$ cat src/rtl/mc_controller.sv
// ---------------------------------------------------------------------------
// mc_controller -- multi-cycle MIPS-subset control unit (Moore FSM).
//
// Sequences fetch, decode and execute of lw/sw, R-type ALU ops, addi/slti,
// beq, j, jal and jr.  Each state drives a fixed set of datapath enables and
// selects. Any output not named for a state stays 0.
//
// Ports
//   clk          in   single clock, rising edge
//   rst          in   synchronous active-high reset; also forces all outputs 0
//   opc[5:0]     in   IR opcode field inst[31:26]
//   func[5:0]    in   IR function field inst[5:0]
//   PCWrite, PCWriteCond, IorD, MemRead, MemWrite, IRWrite, RegWrite
//                out  datapath enables/selects
//   RegDst[1:0]  out  00 rt, 01 rd, 10 r31
//   RegData[1:0] out  00 ALUOut, 01 MDR, 10 PC
//   ALUSrcA      out  0 PC, 1 A
//   ALUSrcB[1:0] out  00 B, 01 4, 10 simm, 11 simm<<2
//   ALUctrl[2:0] out  010 add, 110 sub, 000 and, 001 or, 111 slt
//   PCSrc[1:0]   out  00 ALU, 01 ALUOut, 10 jump target, 11 A
//   illegal_op   out  sticky flag, set when ID sees an undecoded instruction
//
// Optional feature (macro MC_PERF_CNT_EN):
//   cycle_cnt[31:0] out  counts every non-reset edge
//   instr_cnt[31:0] out  counts completed instructions
// ---------------------------------------------------------------------------
module mc_controller (
  input  logic       clk,
  input  logic       rst,
  input  logic [5:0] opc,
  input  logic [5:0] func,
  output logic       PCWrite,
  output logic       PCWriteCond,
  output logic       IorD,
  output logic       MemRead,
  output logic       MemWrite,
  output logic       IRWrite,
  output logic       RegWrite,
  output logic [1:0] RegDst,
  output logic [1:0] RegData,
  output logic       ALUSrcA,
  output logic [1:0] ALUSrcB,
  output logic [2:0] ALUctrl,
  output logic [1:0] PCSrc,
  output logic       illegal_op
`ifdef MC_PERF_CNT_EN
  ,
  output logic [31:0] cycle_cnt,
  output logic [31:0] instr_cnt
`endif
);

  localparam logic [5:0] OP_RTYPE = 6'b000000;
  localparam logic [5:0] OP_LW    = 6'b100011;
  localparam logic [5:0] OP_SW    = 6'b101011;
  localparam logic [5:0] OP_ADDI  = 6'b001000;
  localparam logic [5:0] OP_SLTI  = 6'b001010;
  localparam logic [5:0] OP_BEQ   = 6'b000100;
  localparam logic [5:0] OP_J     = 6'b000010;
  localparam logic [5:0] OP_JAL   = 6'b000011;

  localparam logic [5:0] F_ADD = 6'b100000;
  localparam logic [5:0] F_SUB = 6'b100010;
  localparam logic [5:0] F_AND = 6'b100100;
  localparam logic [5:0] F_OR  = 6'b100101;
  localparam logic [5:0] F_SLT = 6'b101010;
  localparam logic [5:0] F_JR  = 6'b001000;

  localparam logic [2:0] ALU_ADD = 3'b010;
  localparam logic [2:0] ALU_SUB = 3'b110;
  localparam logic [2:0] ALU_AND = 3'b000;
  localparam logic [2:0] ALU_OR  = 3'b001;
  localparam logic [2:0] ALU_SLT = 3'b111;

  typedef enum logic [3:0] {
    S_IF, S_ID, S_MADDR, S_MRD, S_MWB, S_MWR, S_REX,
    S_RWB, S_IEX, S_IWB, S_BEQ, S_JMP, S_JAL, S_JR
  } state_t;

  state_t state_q, state_d;
  logic   illegal_q, illegal_d;

  always_ff @(posedge clk) begin
    if (rst) begin
      state_q   <= S_IF;
      illegal_q <= 1'b0;
    end else begin
      state_q   <= state_d;
      illegal_q <= illegal_d;
    end
  end

  always_comb begin
    state_d     = state_q;
    illegal_d   = illegal_q;
    PCWrite     = 1'b0;
    PCWriteCond = 1'b0;
    IorD        = 1'b0;
    MemRead     = 1'b0;
    MemWrite    = 1'b0;
    IRWrite     = 1'b0;
    RegWrite    = 1'b0;
    RegDst      = 2'b00;
    RegData     = 2'b00;
    ALUSrcA     = 1'b0;
    ALUSrcB     = 2'b00;
    ALUctrl     = 3'b000;
    PCSrc       = 2'b00;
    illegal_op  = illegal_q;

    case (state_q)
      S_IF: begin
        MemRead = 1'b1;
        IRWrite = 1'b1;
        PCWrite = 1'b1;
        ALUSrcB = 2'b01;
        ALUctrl = ALU_ADD;
        state_d = S_ID;
      end
      S_ID: begin
        // Branch target PC + (simm<<2) is precomputed here for BEQ.
        ALUSrcB = 2'b11;
        ALUctrl = ALU_ADD;
        case (opc)
          OP_LW, OP_SW:    state_d = S_MADDR;
          OP_ADDI, OP_SLTI: state_d = S_IEX;
          OP_BEQ:          state_d = S_BEQ;
          OP_J:            state_d = S_JMP;
          OP_JAL:          state_d = S_JAL;
          OP_RTYPE: begin
            case (func)
              F_ADD, F_SUB, F_AND, F_OR, F_SLT: state_d = S_REX;
              F_JR:                              state_d = S_JR;
              default: begin
                state_d   = S_IF;
                illegal_d = 1'b1;
              end
            endcase
          end
          default: begin
            state_d   = S_IF;
            illegal_d = 1'b1;
          end
        endcase
      end
      S_MADDR: begin
        ALUSrcA = 1'b1;
        ALUSrcB = 2'b10;
        ALUctrl = ALU_ADD;
        state_d = (opc == OP_LW) ? S_MRD : S_MWR;
      end
      S_MRD: begin
        MemRead = 1'b1;
        IorD    = 1'b1;
        state_d = S_MWB;
      end
      S_MWB: begin
        RegWrite = 1'b1;
        RegData  = 2'b01;
        state_d  = S_IF;
      end
      S_MWR: begin
        MemWrite = 1'b1;
        IorD     = 1'b1;
        state_d  = S_IF;
      end
      S_REX: begin
        ALUSrcA = 1'b1;
        case (func)
          F_ADD:   ALUctrl = ALU_ADD;
          F_SUB:   ALUctrl = ALU_SUB;
          F_AND:   ALUctrl = ALU_AND;
          F_OR:    ALUctrl = ALU_OR;
          F_SLT:   ALUctrl = ALU_SLT;
          default: ALUctrl = 3'b000;
        endcase
        state_d = S_RWB;
      end
      S_RWB: begin
        RegWrite = 1'b1;
        RegDst   = 2'b01;
        state_d  = S_IF;
      end
      S_IEX: begin
        ALUSrcA = 1'b1;
        ALUSrcB = 2'b10;
        ALUctrl = (opc == OP_SLTI) ? ALU_SLT : ALU_ADD;
        state_d = S_IWB;
      end
      S_IWB: begin
        RegWrite = 1'b1;
        state_d  = S_IF;
      end
      S_BEQ: begin
        // The datapath ANDs PCWriteCond with the ALU zero flag.
        PCWriteCond = 1'b1;
        ALUSrcA     = 1'b1;
        ALUctrl     = ALU_SUB;
        PCSrc       = 2'b01;
        state_d     = S_IF;
      end
      S_JMP: begin
        PCWrite = 1'b1;
        PCSrc   = 2'b10;
        state_d = S_IF;
      end
      S_JAL: begin
        PCWrite  = 1'b1;
        PCSrc    = 2'b10;
        RegWrite = 1'b1;
        RegDst   = 2'b10;
        RegData  = 2'b10;
        state_d  = S_IF;
      end
      S_JR: begin
        PCWrite = 1'b1;
        PCSrc   = 2'b11;
        state_d = S_IF;
      end
      default: state_d = S_IF;
    endcase

    // Reset wins over everything so no write can leak out mid-instruction.
    if (rst) begin
      PCWrite     = 1'b0;
      PCWriteCond = 1'b0;
      IorD        = 1'b0;
      MemRead     = 1'b0;
      MemWrite    = 1'b0;
      IRWrite     = 1'b0;
      RegWrite    = 1'b0;
      RegDst      = 2'b00;
      RegData     = 2'b00;
      ALUSrcA     = 1'b0;
      ALUSrcB     = 2'b00;
      ALUctrl     = 3'b000;
      PCSrc       = 2'b00;
      illegal_op  = 1'b0;
    end
  end

`ifdef MC_PERF_CNT_EN
  logic [31:0] cycle_cnt_q;
  logic [31:0] instr_cnt_q;
  logic        instr_done;

  // Last state of every legal instruction; illegal ones are not counted.
  assign instr_done = (state_q == S_MWB) || (state_q == S_MWR) ||
                      (state_q == S_RWB) || (state_q == S_IWB) ||
                      (state_q == S_BEQ) || (state_q == S_JMP) ||
                      (state_q == S_JAL) || (state_q == S_JR);

  always_ff @(posedge clk) begin
    if (rst) begin
      cycle_cnt_q <= 32'd0;
      instr_cnt_q <= 32'd0;
    end else begin
      cycle_cnt_q <= cycle_cnt_q + 32'd1;
      if (instr_done) begin
        instr_cnt_q <= instr_cnt_q + 32'd1;
      end
    end
  end

  assign cycle_cnt = rst ? 32'd0 : cycle_cnt_q;
  assign instr_cnt = rst ? 32'd0 : instr_cnt_q;
`endif

endmodule

$ cat config.mk
export PLATFORM = sky130hd
export DESIGN_NAME = mc_controller
export DESIGN_NICKNAME = d
export VERILOG_FILES = /design/src/rtl/mc_controller.sv
export SDC_FILE = /design/constraint.sdc
export NUM_CORES = 1
export LEC_CHECK = 0
export CORE_MARGIN = 8
export CORE_UTILIZATION = 46
export DETAILED_ROUTE_END_ITERATION = 10
export HOLD_SLACK_MARGIN = 0.1
export MAX_ROUTING_LAYER = met4
export PLACE_DENSITY = 0.95
export SYNTH_ARGS = -nofsm -noshare
export SYNTH_HDL_FRONTEND = slang
export SYNTH_SLANG_ARGS = --single-unit
$ cat constraint.sdc
create_clock -name clk -period 4.5 [get_ports clk]
set_input_delay 1.35 -clock clk [delete_from_list [all_inputs] [get_ports clk]]
set_output_delay 1.35 -clock clk [all_outputs]
set_load 0.02 [all_outputs]
Yosys cells after proc, flatten, opt, wreduce, memory -nomap -nowiden --
Cells that the tools add are included.
Operators by class: reductions and logical operators 16, bitwise operators 1, equality and inequality tests 27, muxes and demuxes 35
Operators with widths (number):
- $pmux 4 s6 | 2
- $eq 6x6->1 const B | 7
- $eq 4x4->1 const B | 6
- $pmux 3 s4 | 2
- $eq 6x4->1 const B | 3
- $mux 1 | 18
- $eq 4x3->1 const B | 4
- $eq 6x2->1 const B | 2
- $pmux 2 s3 | 2
- $reduce_or 2->1 | 6
- $reduce_or 4->1 | 3
- $mux 3 | 3
- $eq 4x2->1 const B | 2
- $mux 2 | 4
- $pmux 2 s2 | 2
- $pmux 4 s2 | 1
- $reduce_or 7->1 | 1
- $eq 6x3->1 const B | 1
- $logic_not 6->1 | 1
- $reduce_or 6->1 | 1
- $reduce_or 5->1 | 1
- $eq 4x1->1 const B | 1
- $logic_not 4->1 | 1
- $reduce_and 3->1 | 1
- 4 further kinds | 4
Storage, ports and cells: word-level logic and storage cells 81, bits of input ports 14, register bits after elaboration 5, output and inout port bits 20

Depth between registers and ports, before layout --
Gate-level depths: netlist of run 1.
word-level depth 5, gate-level depth with buffers 6, depth with buffers taken out 5

Least setup slack after synthesis of run 1 --
OpenSTA, ideal clock, no wires.
kind input port to output port, start point input port opc[0], end point output port ALUctrl[0], stages 4, arrival 2.233 ns, required time 3.150 ns, path slack 0.917 ns, buffers on the path 1, cell sequence buf_2 nor3_1 nand4_1 a21oi_1
Between the ends: word-level cells in the longest chain between the ends 4
RTL lines:
- from (decl) | line 30 | input logic [5:0] opc,
- $eq 6x4->1 | line 187 | ALUctrl = (opc == OP_SLTI) ? ALU_SLT : ALU_ADD;
- $mux 3 | line 187
- $pmux 3 s4 | line 111 | case (state_q)
- $mux 3 | line 224 | if (rst) begin
- to (decl) | line 43 | output logic [2:0] ALUctrl,
No other way between the ends.

Final worst setup path of run 1 --
start point input port rst, end point output port PCWrite
Between the ends: word-level cells in the longest chain between the ends 1
RTL lines:
- from (decl) | line 29 | input logic rst,
- $mux 1 | line 224
- to (decl) | line 32 | output logic PCWrite,
No other way between the ends.

==> results.md, run 1 <==
- The count of distinct cell types in the synthesized netlist is 44.
- Once detail routing completed, the nets flagged for antenna violations numbered 0.
- The number of top-level pins is 34.
- The effective utilization at floorplan is 0.479.
- The area of the multi-input gates is 664 µm².
- The number of buffers created by CTS is 3.
- By startpoint and endpoint, the worst setup path is classified as in -> out.
- The portion of total power attributed to the clock network is 0.324.
- The maximum fanout along the worst path is 6.
- The fraction of power spent switching nets is 0.334.
- The worst pin sits at a relative slew slack of 0.639.
- The core footprint is 1710 µm².
- After detailed routing, the number of vias per cell comes to 5.69.
- After filler insertion, the fill cell instance count of the layout stands at roughly 130.
- Registers take 100 µm².
- Counting flops with a built-in enable in the synthesized netlist gives 0.
- The number of non-filler instances in the completed layout is between 150 and 200.
- The sum of net half-perimeters after detailed placement is 2080 µm.
- The hold buffer count at CTS is 0.
- The total count of hold-check failures in the final report is 0.
- The clock slew at the register clock pins of the worst setup and hold paths is 0.04 ns.
- The net switching component of the power is 57.8 µW.
- The number of nets in the finished design is 178.
- The die covers 3380 µm².
- The global-route usage over all layers is 0.167.
- The floorplan step set the die height to 58.2 µm.
- The launch point of the worst path is rst.
- The max-slew violation count was 0.
- After synthesis the netlist holds a flip-flop and latch count of 5.
- The total of warnings raised by yosys is 0.
- The async set or reset register ratio after synthesis is 0.
- Of the total power, combinational logic draws 0.391.
- In the synthesized netlist, the number of instances is ~130.
- Setup repair after global routing left no endpoint under its margin.
- The CTS tree is done.
- The cell accounting for the most synthesized area is sky130_fd_sc_hd__dfxtp_1.
- The portion of total power attributed to sequential cells is 0.285.
- The number of port buffers is 33.
- The flow ran to the end, and the final reports show no timing, DRC or antenna violations.
- The post-placement cell count is about 180.
- The cell sitting at the root of the clock tree is a sky130_fd_sc_hd__clkbuf_4.
- Yosys attributes the largest share of cell area to sky130_fd_sc_hd__dfxtp_1, sky130_fd_sc_hd__nor2_1, sky130_fd_sc_hd__a21oi_1.
- The maximum count of clock buffers along a single path is 2.
- The initial antenna violation count is 0.
- The die is ~58 µm wide.
- The sequential area share after synthesis is 0.122.
- The synthesis-to-layout area growth is 51.1%.
- The most used flip-flop cell after synthesis is sky130_fd_sc_hd__dfxtp_1.
- The internal portion of total power is ~120 µW.
- In the routed design, unresolved DRC markers number 0.
- Across the run, the number of max-cap violations was 0.
- The power per standard cell area is approximately 140 nW/µm².
- The global placer's final weighted congestion is between 0.9 and 1.
- On the final layout, the worst clock skew is ~0.0066 ns.
- The analysis attributes to cell leakage a power of 0.000499 µW.
- The top cell type's share of synthesized area is 0.122.
- The final wirelength is 2630 µm.
- In the final layout, the share of cells above drive strength 1 is 0.147.
- The CTS H-tree depth is 1.
- With fillers left out, the area of the finished cells amounts to 1240 µm².
- Timing analysis after detailed placement gives a worst setup slack of -0.0272 ns.
- At the worst endpoint, the required time is 3.15 ns.
- The global-route congestion overflow total is 0.
- When the netlist entered floorplanning its net count stood at 139.
- The worst register-to-register path has a depth of 4.
- Subtracting the final worst setup slack from the clock period gives 4.35 ns.
- STA classifies the critical path endpoint as an output pin.
- In this run the most critical hold path is launched from illegal_q.
- The synthesized area is 818 µm².
- The via count of the first global-routing pass is 1009.
- The worst hold path passes through 2 cells.
- Timing would allow up to 230 MHz.
- The clock insertion delay at the later pin of the skew report is 0.26 ns.
- The average instance in the mapped netlist occupies 6.55 µm².
- Entering global routing, the biggest net connects 18 pins.
- In the post-synthesis netlist, the cell with the most instances is sky130_fd_sc_hd__nor2_1.
- The beginning of the worst register-to-register path is state_q[2].
- After detailed routing, the average wire length per cell comes to 14.0 µm.
- The number of cell rows is 15.
- Setup violations remaining at the end of the flow were counted as 0.
- The category of the worst setup path launch point is a primary input.
- The placed instances occupy a cell area of 1210 µm².
- In this run, the number of DRC markers left after iteration 0 of detailed routing was 68.
- By count the netlist is led by sky130_fd_sc_hd__nor2_1, sky130_fd_sc_hd__a21oi_1, sky130_fd_sc_hd__nand2_1.
- The largest vdd supply drop is 0.000144 V.
- The tightest min-delay check is of the reg -> reg type.
- Clock tree synthesis found a total of 5 sinks.
- The first global-routing pass estimated between 4000 and 5000 µm of wire.
- The critical path arrival is 3.00 ns.
- At the pin with the least slew margin, the transition time is 0.540 ns.
- The final cycle utilization of the critical path is 0.967.
- The overall via count from detail_route is 1069.
- The number of search-and-repair iterations in the first detailed-routing pass is 4.
- The final worst hold slack is 0.593 ns.
- 0 antenna diodes ended up in the layout.
- The worst path meets setup with 0.146 ns of slack.
stage by stage:
| step | TNS (ns) | power [µW] | util |
|---|---|---|---|
| 2_1_floorplan | 0 | 82.8 | - |
| 3_3_place_gp | 0 | 115 | 0.708 |
| 3_5_place_dp | -0.0272 | 117 | 0.708 |
| 4_1_cts | 0 | 175 | 0.722 |
| 5_1_grt | 0 | 185 | 0.724 |
| 6_report | 0 | 173 | 0.724 |
sequential cells by signal, summed over array words and instances, names as in the netlist:
name and cells:
state_q 4, illegal_q 1
cells by family (layout without fill, tap and decap cells):
group,after synthesis,after routing,share of synthesized area
AND/OR/NAND/NOR,74,74,0.506
AO/OA/AOI/OAI,32,32,0.272
multiplexers,1,1,0.0122
buffers and inverters,11,49,0.0657
XOR/XNOR,2,2,0.0214
flip-flops,5,5,0.122
power groups by stage:
stage	registers [µW]	clock network (µW)	logic [µW]
6_report	49.3	56.2	67.8
5_1_grt	49.8	62.2	73.4
4_1_cts	49.1	58.5	67.6
3_5_place_dp	49.9	0	67.4
3_3_place_gp	49.7	0	65.3
2_1_floorplan	47.8	0	34.9
final cells by class:
type | instances | share of cell area
multi-input combinational | 109 | 0.537
sequential | 5 | 0.0810
inverter | 2 | 0.00607
timing repair buffer | 43 | 0.329
tap | 25 | 0.0253
clock buffer | 4 | 0.0213
cells in the final DEF (no fill, tap or decap), drive strengths merged, types with 2 or more instances in the layout:
| cell | instances |
|---|---|
| a21oi | 11 |
| and3 | 3 |
| nor3 | 8 |
| nand2b | 5 |
| nor4b | 2 |
| or3 | 2 |
| nand2 | 9 |
| clkbuf | 4 |
| nand3 | 2 |
| o22a | 2 |
| buf | 10 |
| nor2b | 7 |
| xor2 | 2 |
| inv | 2 |
| clkdlybuf4s50 | 31 |
| nor4 | 2 |
| nor2 | 25 |
| o21ai | 6 |
| nor3b | 2 |
| dfxtp | 5 |
| or2 | 3 |
critical path, cell delays in order:
cell and delay [ns]:
sky130_fd_sc_hd__clkdlybuf4s50_1 0.51, sky130_fd_sc_hd__or3_4 0.39, sky130_fd_sc_hd__o22ai_1 0.13, sky130_fd_sc_hd__clkdlybuf4s50_1 0.63
layer usage:
metal / wire [µm] / global-route usage / up-vias
met3: 164 / 0.0397 / 7
met1: 1090 / 0.192 / 487
met4: 37 / 0.0524 / 0
li1: - / - / 527
met5: 0 / - / -
met2: 1340 / 0.279 / 48
path summary, 6_finish.rpt:
| kind | slack [ns] | endpoint |
|---|---|---|
| worst max-delay path | 0.15 | PCWrite |
| worst min-delay path | 0.59 | illegal_q |
| worst max register to register | 2.87 | illegal_q |
| worst min register to register | 0.59 | illegal_q |
timing repair:
action                                  CTS  global route
gates resized for setup                   1             1
buffers inserted                          0             0
endpoints found under the setup margin    1             1
pin swaps                                 0             0
hold endpoints to repair                  0             0
Note: power is estimated with default switching activity, not from simulation.
==> inputs of run 2 (changes only) <==
--- a/config.mk
+++ b/config.mk
@@ -5,6 +5,7 @@
 export SDC_FILE = /design/constraint.sdc
 export NUM_CORES = 1
 export LEC_CHECK = 0
+export ABC_CLOCK_PERIOD_IN_PS = 4500
 export CORE_MARGIN = 8
 export CORE_UTILIZATION = 46
 export DETAILED_ROUTE_END_ITERATION = 10
==> results of run 2 <==
Final layout, timing and power as in run 1 (identical DEF).
==> inputs of run 3 (changes only) <==
==> config.mk (replaced) <==
export PLATFORM = sky130hd
export DESIGN_NAME = mc_controller
export DESIGN_NICKNAME = d
export VERILOG_FILES = /design/src/rtl/mc_controller.sv
export SDC_FILE = /design/constraint.sdc
export NUM_CORES = 1
export LEC_CHECK = 0
export ABC_CLOCK_PERIOD_IN_PS = 4200
export CELL_PAD_IN_SITES_DETAIL_PLACEMENT = 2
export CELL_PAD_IN_SITES_GLOBAL_PLACEMENT = 2
export CORE_MARGIN = 8
export CORE_UTILIZATION = 21
export DETAILED_ROUTE_END_ITERATION = 10
export HOLD_SLACK_MARGIN = 0.1
export MAX_ROUTING_LAYER = met4
export PLACE_DENSITY = 0.89
export SYNTH_ARGS = -nofsm -noshare
export SYNTH_HDL_FRONTEND = slang
export SYNTH_SLANG_ARGS = --single-unit
==> constraint.sdc (replaced) <==
create_clock -name clk -period 4.2 [get_ports clk]
set_input_delay 1.26 -clock clk [delete_from_list [all_inputs] [get_ports clk]]
set_output_delay 1.26 -clock clk [all_outputs]
set_load 0.02 [all_outputs]
==> results.md, run 3 (synthesis results as in run 1) <==
- Outcome: complete, no violations (unchanged).
- The global-route usage over all layers is 0.126 (was 0.167).
- The overall power was 227 µW (was 173 µW).
- The portion of total power attributed to sequential cells came to 0.234 (was 0.285).
- The max-slew violation count is 0 (unchanged).
- The post-detailed-placement cell area is 1270 µm² (was 1210 µm²).
- The top achievable clock speed is 242 MHz.
- The via count of the first global-routing pass is 1263 (was 1009).
- The post-CTS setup buffer count is 0 (unchanged).
- The clock slew at the register clock pins of the worst setup and hold paths is 0.04 ns (about the same).
- The overall via count from detail_route is 1124 (was 1069).
- RSZ-0062 raised after global routing: false (unchanged).
- The clock insertion delay at the later pin of the skew report is 0.23 ns (was 0.26 ns).
- The beginning of the worst register-to-register path is state_q[2] (unchanged).
- The post-route cell area was 1330 µm² (was 1240 µm²).
- The effective utilization at floorplan is 0.220 (was 0.479).
- The class of the tightest hold or removal check is reg -> reg (unchanged).
- The worst relative slew slack is 0.611 (was 0.639).
- The logic gate share of total power is 0.352 (was 0.391).
- The number of routed nets with antenna violations is 0 (unchanged).
- The net switching component of the power came to 71.1 µW (was 57.8 µW).
- The clock sink count is 5 (unchanged).
- The maximum fanout along the worst path is 5 (was 6).
- The category of the worst setup path launch point is a primary input (unchanged).
- Registers with the highest flip-flop counts: state_q: 4 flops, illegal_q: 1 flops (unchanged).
- The fraction of layout cells with a size suffix above 1 came to 0.185 (was 0.147).
- The number of cell rows is 22 (was 15).
- The flip-flop and latch area came to 100 µm² (unchanged).
- The synthesis-to-layout area growth is 62.8% (was 51.1%).
- The global-route congestion overflow total is 0 (unchanged).
- The logic depth of the worst register-to-register path is 4 (unchanged).
- The number of search-and-repair iterations in the first detailed-routing pass came to 4 (unchanged).
- The required time reported for the critical path endpoint was 2.94 ns (was 3.15 ns).
- The initial antenna violation count is 0 (unchanged).
- The worst setup timing slack at the placement stage came to -0.199 ns (was -0.0272 ns).
- The vertical die dimension is 78.4 µm (was 58.2 µm).
- The internal portion of total power is 155 µW (was 115 µW).
- The number of nets in the finished design came to 183 (was 178).
- The post-detailed-route DRC marker count is 0 (unchanged).
- The final setup violation count was 0 (unchanged).
- The first-pass GRT wire length was 6140 µm (was 4520 µm).
- The power per standard cell area is 170 nW/µm² (was 140 nW/µm²).
- The setup clock skew after layout was 0.00666 ns (was 0.00656 ns).
- Commonest non-fill, non-tap cells in the layout: sky130_fd_sc_hd__clkdlybuf4s50_1, sky130_fd_sc_hd__nor2_1, sky130_fd_sc_hd__buf_4, sky130_fd_sc_hd__a21oi_1, sky130_fd_sc_hd__nand2_1 (was sky130_fd_sc_hd__clkdlybuf4s50_1, sky130_fd_sc_hd__nor2_1, sky130_fd_sc_hd__a21oi_1, sky130_fd_sc_hd__buf_4, sky130_fd_sc_hd__nand2_1).
- The root buffer cell is sky130_fd_sc_hd__clkbuf_8 (was sky130_fd_sc_hd__clkbuf_4).
- The critical setup path kind is in -> out (unchanged).
- The CTS tree is done (unchanged).
- The average detailed-routed wire length per instance was 18.0 µm (was 14.0 µm).
- The actual transition at the worst max-transition pin came to 0.583 ns (was 0.540 ns).
- The core footprint is 3720 µm² (was 1710 µm²).
- The portion of total power attributed to the clock network came to 0.414 (was 0.324).
- The final cycle utilization of the critical path is 0.984.
- The total count of hold-check failures in the final report was 0 (unchanged).
- The number of flip-flops under the largest register name is 4 (unchanged).
- The starting DRC count in detailed routing is 33 (was 68).
- The end of the critical path is PCSrc[0] (was PCWrite).
- The number of violations of the max-capacitance limit is 0 (unchanged).
- The endpoint of the worst-slack reg-to-reg timing path is illegal_q (unchanged).
- The area of the multi-input gates is 671 µm² (was 664 µm²).
- The total leakage power came to 0.000585 µW (was 0.000499 µW).
- The post-layout worst setup margin is 0.0673 ns (was 0.146 ns).
- The register with the most flip-flops is state_q (unchanged).
- The die footprint is 6150 µm² (was 3380 µm²).
- The most common cell after layout, fill and taps aside was sky130_fd_sc_hd__clkdlybuf4s50_1 (unchanged).
- The hold buffer count at CTS was 0 (unchanged).
- The largest vdd supply drop came to 0.000213 V (was 0.000144 V).
- The horizontal extent of the die came to 78.4 µm (was 58.2 µm).
- The register-to-register setup slack is 2.55 ns (was 2.87 ns).
- The worst path in the final design needs a cycle of slightly above 4 ns, including I/O delays and setup.
- The ratio of routed vias to standard cells is 5.20 (was 5.69).
- The maximum count of clock buffers along a single path came to 2 (unchanged).
- The launch point of the worst path is rst (unchanged).
- The number of port buffers was 33 (unchanged).
- The number of buffers created by CTS is 3 (unchanged).
- The largest net degree at the start of global routing came to 18 (unchanged).
- The number of filler cells placed in the layout is 449 (was 133).
- The setup TNS is 0 ns (unchanged).
- The final wirelength is 3890 µm (was 2630 µm).
- The kind of end point of the critical path is an output pin (unchanged).
- The critical path arrival is 2.87 ns (was 3.00 ns).
- The CTS H-tree depth is 1 (unchanged).
- The global placer's final weighted congestion came to 0.799 (was 0.964).
- The number of top-level pins was 34 (unchanged).
- The sum of net half-perimeters after detailed placement is 3170 µm (was 2080 µm).
- The number of diodes came to 0 (unchanged).
- The fraction of power spent switching nets is 0.314 (was 0.334).
==> run 3: cell types whose count changed in the layout (fill, tap and decap cells not counted), moves of 3 or more <==
cell	change
sky130_fd_sc_hd__clkbuf_4	-3
sky130_fd_sc_hd__dlymetal6s2s_1	+4
sky130_fd_sc_hd__buf_4	+5
sky130_fd_sc_hd__clkdlybuf4s50_1	-5
sky130_fd_sc_hd__clkbuf_8	+3
==> run 3: worst min path at each step <==
stage,start,endpoint,slack (ns),cells past startpoint
finish,illegal_q,illegal_q,0.64,2
global route,illegal_q,illegal_q,0.67,2
CTS,illegal_q,illegal_q,0.66,2
detailed placement,illegal_q,illegal_q,0.60,2
global placement,illegal_q,illegal_q,0.59,2
floorplan,state_q[0],state_q[1],0.64,3
==> run 3: timing repair <==
item                                    4_1_cts  5_1_grt
pin swaps                                     0        1
resized for setup                             3        7
gates cloned                                  0        0
endpoints found under the setup margin        2        6
==> run 3: layer usage <==
layer / part of all wire / vias up / global-route usage
met4: 0.039 / 0 / 0.0593
li1: - / 539 / -
met1: 0.38 / 549 / 0.114
met2: 0.55 / 24 / 0.245
met3: 0.030 / 12 / 0.0251
met5: 0 / - / -
==> run 3: area by class of cell <==
class,count,share of cell area
Timing Repair Buffer,48,0.337
Clock buffer,4,0.0338
Sequential cell,5,0.0751
Tap cell,48,0.0451
Multi-Input combinational cell,109,0.503
Inverter,2,0.00563
==> run 3: worst max-delay path: stages <==
cell and delay (ns):
sky130_fd_sc_hd__clkdlybuf4s50_1 0.49, sky130_fd_sc_hd__nand2b_1 0.27, sky130_fd_sc_hd__nor2_1 0.22, sky130_fd_sc_hd__clkdlybuf4s50_1 0.64
==> run 3: power groups by stage <==
stage / Sequential, µW / Clock [µW] / Combinational, µW
finish: 53.1 / 93.7 / 79.7
global route: 53.8 / 98.1 / 85.5
CTS: 53.3 / 95.3 / 80.8
detailed placement: 53.8 / 0 / 79.5
global placement: 53.2 / 0 / 74.9
floorplan: 51.2 / 0 / 37.4
==> run 3: through the flow <==
stage                util  cells  hold slack [ns]
floorplan               -    125            0.645
global placement    0.343    212            0.594
detailed placement  0.343    212            0.601
CTS                 0.356    216            0.657
global route        0.359    216            0.668
finish              0.359    216            0.645
